$ cat src/rtl/disp_scan_ctrl.sv
// Scan controller for a 4-digit multiplexed 7-segment display: digit select, dead time, PWM.
// Define DISP_LAMP_TEST_EN to add the lamp_test input that forces every anode on.
module disp_scan_ctrl #(
  parameter int TICK_DIV   = 12500,
  parameter int DEAD_TICKS = 1
) (
  input  logic       clk,
  input  logic       rst_n,
  input  logic       en,
  input  logic [3:0] digit_mask,
  input  logic [3:0] brightness,
`ifdef DISP_LAMP_TEST_EN
  input  logic       lamp_test,
`endif
  output logic [3:0] sel,
  output logic [3:0] an_n,
  output logic       frame_start
);

  localparam int            PW       = $clog2(TICK_DIV);
  localparam logic [PW-1:0] PRESC_TC = PW'(TICK_DIV - 1);
  localparam logic [4:0]    DEAD5    = 5'(DEAD_TICKS);

  typedef enum logic [1:0] {IDLE, DEAD, ON, OFF} state_t;

  state_t        state_q, state_d;
  logic [PW-1:0] presc_q, presc_d;
  logic [3:0]    phase_q, phase_d;
  logic [3:0]    mask_q,  mask_d;
  logic [3:0]    sel_q,   sel_d;
  logic [3:0]    an_n_q,  an_n_d;
  logic          fs_q,    fs_d;
  logic [3:0]    an_fsm;

  // 5-bit compares so DEAD_TICKS + brightness can exceed 15 and clip the ON window.
  function automatic state_t classify(input logic [3:0] ph, input logic [3:0] br);
    logic [4:0] ph5;
    logic [4:0] lim;
    ph5 = {1'b0, ph};
    lim = DEAD5 + {1'b0, br};
    if ((ph5 + 5'd1) <= DEAD5)  return DEAD;
    else if (ph5 < lim)         return ON;
    else                        return OFF;
  endfunction

  function automatic logic [1:0] idx_of(input logic [3:0] oh);
    logic [1:0] idx;
    idx = 2'd0;
    for (int i = 0; i < 4; i++)
      if (oh[i]) idx = 2'(i);
    return idx;
  endfunction

  // Nearest set bit above the current digit, wrapping; the current digit itself is last resort.
  function automatic logic [3:0] next_sel(input logic [3:0] cur, input logic [3:0] m);
    logic [1:0] c;
    logic [1:0] j;
    logic [3:0] res;
    c   = idx_of(cur);
    res = cur;
    for (int i = 4; i >= 1; i--) begin
      j = c + 2'(i);
      if (m[j]) res = 4'b0001 << j;
    end
    return res;
  endfunction

  function automatic logic [3:0] low_bit(input logic [3:0] m);
    return m & (~m + 4'd1);
  endfunction

  always_comb begin
    state_d = state_q;
    presc_d = presc_q;
    phase_d = phase_q;
    mask_d  = mask_q;
    sel_d   = sel_q;
    fs_d    = 1'b0;
    if (!en) begin
      state_d = IDLE;
      presc_d = '0;
      phase_d = 4'd0;
    end else if (state_q == IDLE) begin
      state_d = classify(4'd0, brightness);
      mask_d  = digit_mask;
      presc_d = '0;
      phase_d = 4'd0;
    end else if (presc_q == PRESC_TC) begin
      presc_d = '0;
      phase_d = phase_q + 4'd1;
      state_d = classify(phase_d, brightness);
      if (phase_q == 4'd15) begin
        mask_d = digit_mask;
        if (digit_mask != 4'd0) begin
          sel_d = next_sel(sel_q, digit_mask);
          fs_d  = (sel_d == low_bit(digit_mask));
        end
      end
    end else begin
      presc_d = presc_q + PW'(1);
    end

    an_fsm = ((state_d == ON) && (mask_d != 4'd0)) ? ~sel_d : 4'hF;
`ifdef DISP_LAMP_TEST_EN
    an_n_d = lamp_test ? 4'h0 : an_fsm;
`else
    an_n_d = an_fsm;
`endif
  end

  always_ff @(posedge clk or negedge rst_n) begin
    if (!rst_n) begin
      state_q <= IDLE;
      presc_q <= '0;
      phase_q <= 4'd0;
      mask_q  <= 4'd0;
      sel_q   <= 4'b0001;
      an_n_q  <= 4'hF;
      fs_q    <= 1'b0;
    end else begin
      state_q <= state_d;
      presc_q <= presc_d;
      phase_q <= phase_d;
      mask_q  <= mask_d;
      sel_q   <= sel_d;
      an_n_q  <= an_n_d;
      fs_q    <= fs_d;
    end
  end

  assign sel         = sel_q;
  assign an_n        = an_n_q;
  assign frame_start = fs_q;

endmodule
$ cat config.mk
export PLATFORM = sky130hd
export DESIGN_NAME = disp_scan_ctrl
export DESIGN_NICKNAME = d
export VERILOG_FILES = /design/src/rtl/disp_scan_ctrl.sv
export SDC_FILE = /design/constraint.sdc
export NUM_CORES = 1
export LEC_CHECK = 0
export ABC_AREA = 1
export BUFFER_PORTS_ARGS = -buffer_cell sky130_fd_sc_hd__buf_4
export CAP_MARGIN = 25
export CORE_UTILIZATION = 45
export CTS_CLUSTER_SIZE = 14
export DETAILED_ROUTE_END_ITERATION = 8
export PLACE_DENSITY = 0.6
export SKIP_CTS_REPAIR_TIMING = 1
export SLEW_MARGIN = 25
export SYNTH_ARGS = -nofsm -noshare
export SYNTH_HDL_FRONTEND = slang
export SYNTH_SLANG_ARGS = --single-unit
$ cat constraint.sdc
create_clock -name clk -period 2.45 [get_ports clk]
set_input_delay 0.49 -clock clk [delete_from_list [all_inputs] [get_ports clk]]
set_output_delay 0.49 -clock clk [all_outputs]
set_load 0.02 [all_outputs]
After elaboration in Yosys (flattened, before gate mapping)
Cells that the tools add are included.
- bits of input ports: 11
- output and inout port bits: 9
- register bits: 33
- word-level logic and storage cells: 88
- magnitude comparators: 6
- bitwise operators: 3
- multiplexer cells: 51
- shifts and indexed selects: 4
- reductions and logical operators: 4
- eq/ne operators: 5
- add/sub/neg operators: 8
- operators with widths (cell ; number):
    2-to-1 mux 4 bit ; 22
    2-to-1 mux 14 bit ; 3
    2-to-1 mux 2 bit ; 11
    left shift 1 x 2 -> 4 bit, first input constant ; 4
    adder 14 x 1 -> 14 bit, second input constant ; 1
    equality test 14 bit, second input constant ; 1
    less-than comparator 2 x 3 -> 1 bit, second input constant ; 4
    2-to-1 mux 1 bit ; 11
    adder 4 x 1 -> 4 bit, second input constant ; 2
    binary-select mux 1 bit (select 2 bit) ; 4
    inverter 4 bit ; 2
    nonzero test 4 bit ; 2
    adder 1 x 4 -> 5 bit, first input constant ; 1
    adder 4 x 1 -> 5 bit, second input constant ; 1
    less-or-equal comparator 5 x 1 -> 1 bit, second input constant ; 1
    less-than comparator 4 x 5 -> 1 bit ; 1
    adder 2 bit, second input constant ; 2
    AND 4 bit ; 1
    equality test 4 bit ; 1
    equality test 4 bit, second input constant ; 1
    != test 3 x 1 -> 1 bit, second input constant ; 1
    adder 2 x 1 -> 2 bit, second input constant ; 1
    equality test 2 bit, second input constant ; 1
    zero test 2 bit ; 1
    logical AND 1 bit ; 1

Longest topological paths before layout
- depth after elaboration: 26
- mapped depth: 18
- mapped depth without buffers: 18

Worst setup path after synthesis
No wires, ideal clock.
- kind: reg2reg
- start: reg sel_q[2], in the netlist sel[2]
- end: reg fs_q, in the netlist frame_start
- arrival time: 1.847 ns
- required time: 2.336 ns
- path slack: 0.488 ns
- cell stages (with the launch flop): 17
- period minus slack after synthesis: 1.962 ns
- cell sequence: dfrtp_1 > inv_2 > nand2_8 > nand2_8 > ha_1 > a21oi_1 > nand3_2 > nand2_2 > nand3_1 > nand2_1 > nand2_1 > nand2_1 > nand2_1 > nand2_1 > inv_1 > nand2_1 > nor2_1
- cells in the longest elaborated chain, start to end: 24
- elaborated cells on any way between the ends: 37
- those cells by class: add/sub (3); eq/ne (1); shift (4); mux (29)
- ends and longest elaborated chain (what ; line ; RTL):
    start, declared ; 30 ; logic [3:0] sel_q, sel_d;
    start signal, assigned ; 125 ; sel_q <= sel_d;
    2-to-1 mux 2 bit (2 in series) ; 50 ; if (oh[i]) idx = 2'(i);
    2-to-1 mux 2 bit ; 94 ; if (digit_mask != 4'd0) begin
    2-to-1 mux 2 bit ; 92 ; if (phase_q == 4'd15) begin
    2-to-1 mux 2 bit ; 88 ; end else if (presc_q == PRESC_TC) begin
    2-to-1 mux 2 bit ; 83 ; end else if (state_q == IDLE) begin
    2-to-1 mux 2 bit ; 79 ; if (!en) begin
    adder 2 bit / binary-select mux 1 bit (select 2 bit) (equally long branches) ; 62, 63 ;
    binary-select mux 1 bit (select 2 bit) / 2-to-1 mux 1 bit (equally long branches) ; 63 ; if (m[j]) res = 4'b0001 << j;
    [8 not listed] ; - ;
    2-to-1 mux 4 bit * ; 79 ;
    equality test 4 bit * ; 96 ; fs_d = (sel_d == low_bit(digit_mask));
    2-to-1 mux 1 bit * ; 94 ;
    2-to-1 mux 1 bit * ; 92 ;
    2-to-1 mux 1 bit * ; 88 ;
    2-to-1 mux 1 bit * ; 83 ;
    2-to-1 mux 1 bit * ; 79 ;
    via fs_d ; 32 ; logic fs_q, fs_d;
    end signal, assigned ; 127 ; fs_q <= fs_d;
    end, declared ; 32 ;
Mark *: on every way through the listed nets, which the timed path passes. The rest lies on a longest branch. The select of a mux whose other input is x is not followed.
A chain may end at the register's enable or synchronous reset.

Worst setup path in the final report
- start: reg phase_q[1]
- end: reg an_n_q[2], in the netlist an_n[2]
- cells in the longest elaborated chain, start to end: 10
- elaborated cells on any way between the ends: 23
- those cells by class: add/sub (2); order compare (2); eq/ne (2); mux (14); bitwise (1); reduce/logical (2)
- ends and longest elaborated chain (what ; line ; RTL):
    start, declared ; 28 ; logic [3:0] phase_q, phase_d;
    start signal, assigned ; 123 ; phase_q <= phase_d;
    adder 4 x 1 -> 4 bit ; 90 ; phase_d = phase_q + 4'd1;
    adder 4 x 1 -> 5 bit / less-than comparator 4 x 5 -> 1 bit (equally long branches) ; 41, 42 ;
    less-or-equal comparator 5 x 1 -> 1 bit / 2-to-1 mux 1 bit (equally long branches) ; 41, 42 ;
    2-to-1 mux 2 bit ; 41 ; if ((ph5 + 5'd1) <= DEAD5) return DEAD;
    2-to-1 mux 2 bit ; 88 ;
    2-to-1 mux 2 bit ; 83 ;
    2-to-1 mux 2 bit ; 79 ;
    equality test 2 bit ; 103 ; an_fsm = ((state_d == ON) && (mask_d != 4'd0)) ? ~sel_d : 4'hF;
    logical AND 1 bit ; 103 ;
    2-to-1 mux 4 bit * ; 103 ;
    via an_fsm[2] ; 33 ; logic [3:0] an_fsm;
    end signal, assigned ; 126 ; an_n_q <= an_n_d;
    end, declared ; 31 ; logic [3:0] an_n_q, an_n_d;
Mark *: on every way through the listed nets, which the timed path passes. The rest lies on a longest branch.

==> results.ini <==
[run_status]
status=complete, no violations

[drt]
wl_per_cell_um=12.0
first_pass_iters=4
vias_per_cell=4.93
drtIter0Drc=150
vias=2111
drc=0
drt_wl_total_mm=5.14
ant_nets=0

[finish]
layout_commonest_cell=nand2_1
diodes=0
drive_gt1_frac=0.183
layout_common_cells=nand2_1 (78), inv_1 (52), nand3_1 (44)
fin_cells=428
areaGrowthSynthToFinish_pct=15.5
nets=383
fin_util=0.556

[clock_tree]
clockBufferDepth=2
cts_num_sinks=33
cts_max_level=2
cts_tree=built
insertion_delay_ps=290
clk_pin_slew_ps=80
numCtsBuffers=5
clockRootBuffer=clkbuf_8

[synthesis]
avgSynthCellArea_um2=7.04
synth-adder-area-share=0.0643
synth_top_family_by_area=simple AND/OR/NAND/NOR gates
synth_xor_area_frac=0.0150
synth.top_cell.area_share=0.300
syn_nets=355
synth_top_area_cell=dfrtp_1
synth-seq-cells=33
synthDistinctLibCells=30
yosysSeqAreaShare=0.356
yosys.area_share.simple=0.372
yosys-top-cells-area=dfrtp_1 (30%), nand2_1 (13%), nand3_1 (9.4%), inv_1 (8.4%), ha_1 (6.4%)
netlist_instances=332
netlist_area_um2=2340
yosysWarnings=0
synth_compound_area_frac=0.0905
synth.mux.area_fraction=0

[setup_path]
cp-startpoint=phase_q[1]$_DFFE_PN0P_
crit_fanout=5
start_kind=flip-flop
crit_top_cell=nand2_1
crit_slowest_cell=dfrtp_1
cp_slowest_stage_delay_ps=430
critical_path_buf_inv_count=0
critical_path.top_delay_family=simple AND/OR/NAND/NOR gates
end_kind=flip-flop
r2r_start=phase_q[1]$_DFFE_PN0P_
crit_required_ps=2660
crit_chain=ha_1 > nand2_1 > xor2_1 > ha_1 > nand2_1 > o21bai_1 > nand3_1 > nand2_1 > nand2_1 > nand2_1 > nor2_2 > nand2_1
cp.arrival_ps=2320
worstSetupPathType=flip-flop to flip-flop

[timing]
slew_headroom=0.656
setup_viol=0
fin_crit_ps=2110
rsz0062_at_grt=false
timing.final.crit_share=0.862
worst_pin_slew_ps=512
finalClockSkew_ps=11.6
setup_ws_ps=339
fin_tns_setup_ps=0
finalHoldViolCount=0
fmax_mhz=474
drv_slew=0

[placement]
hpwl_mm=3.94
portBuffers=19
dp_slack_ps=296
dp_cells=420
gp_congestion=0.902

[power]
p_switching_mw=0.307
p_seq_frac=0.451
combinationalPowerShare=0.109
p_leak_nw=1.36
power_density_nw_per_um2=461
irDropWorstVdd_mv=0.305
intPower_mw=0.936
pwr-share-clk=0.439
swShare=0.247

[global_routing]
grt_pass1_wl_mm=8.94
gr-total-overflow=0
grt_pass1_vias=1930
antenna_found_initial=0
grt_max_degree=34
grt_util_all_layers=0.213

[die]
ios=20
core_area_um2=4850
initial_utilization=0.482
die_y_um=74.1
dieArea_um2=5480
rows=25
die_w_um=74.1

[flow_run]
max_cap_violations=0

[worst_hold_path]
hold_path.class=primary input to async pin

==> path summary, 6_finish.rpt <==
check,slack (ps),cells after the start,end
min in group clk,450,3,state_q[0]$_DFF_PN0_
setup reg to reg,340,12,an_n[2]$_DFF_PN1_
hold reg to reg,460,1,presc_q[0]$_DFF_PN0_
max in group asynchronous,1980,1,an_n[1]$_DFF_PN1_
setup / recovery,340,12,an_n[2]$_DFF_PN1_
hold / removal,130,1,state_q[1]$_DFF_PN0_
==> Yosys cell counts (all sizes together) <==
cell type and n:
xor2 2, nand3 47, a21oi 11, nand4 3, nor4 1, nand2 92
a221oi 2, clkinv 3, a211oi 1, inv 60, dfstp 5, xnor2 2
o21a 1, ha 12, nor2 35, o21bai 1, o21ai 21, nor3 4
dfrtp 28, nand3b 1
==> worst register-to-register path: cells and delay by family (launching register included) <==
| family | cells | cell delay (ps) |
|---|---|---|
| flip-flops | 1 | 430 |
| XOR/XNOR | 1 | 320 |
| AND/OR/NAND/NOR | 8 | 720 |
| adder cells (fa/ha/maj) | 2 | 510 |
| AO/OA/AOI/OAI | 1 | 60 |
==> final cells by class <==
class / count / area (um2)
Timing Repair Buffer: 21 / 158
Multi-Input combinational cell: 236 / 1270
Inverter: 63 / 238
Fill cell: 475 / 2150
Clock inverter: 2 / 37.5
Sequential cell: 33 / 832
Clock buffer: 6 / 82.6
Tap cell: 67 / 83.8
==> power groups by stage <==
| stage | clock (mW) | combinational, mW | sequential (mW) |
|---|---|---|---|
| finish | 0.546 | 0.136 | 0.561 |
| floorplan | 0 | 0.0871 | 0.571 |
| global placement | 0 | 0.137 | 0.571 |
| CTS | 0.552 | 0.137 | 0.561 |
| global route | 0.577 | 0.160 | 0.562 |
| detailed placement | 0 | 0.136 | 0.571 |
==> stage by stage <==
stage	hold WS [ps]	total power, mW	cell area [um2]
finish	131	1.24	2700
global route	174	1.30	2700
CTS	147	1.25	2700
detailed placement	452	0.707	2580
global placement	453	0.708	2580
floorplan	194	0.658	2340
==> cell families after synthesis <==
group | after synthesis
compound gates | 37
xor+xnor | 4
fa+ha+maj | 12
buf+inv | 63
flops | 33
simple gates | 183
==> registers in the layout, summed over array words and instances, names as in the netlist <==
name         flops
presc_q         14
sel              4
mask_q           4
state_q          2
phase_q          4
an_n             4
frame_start      1
==> metal layers <==
metal	routed length, um	track usage	share of wire	up-vias
li1	-	-	-	1104
met1	2520	0.306	0.49	938
met2	2290	0.328	0.45	61
met3	265	0.0407	0.052	8
met4	61	0.0534	0.012	0
met5	0	0	0	-
Power figures use the tool's default switching activity.
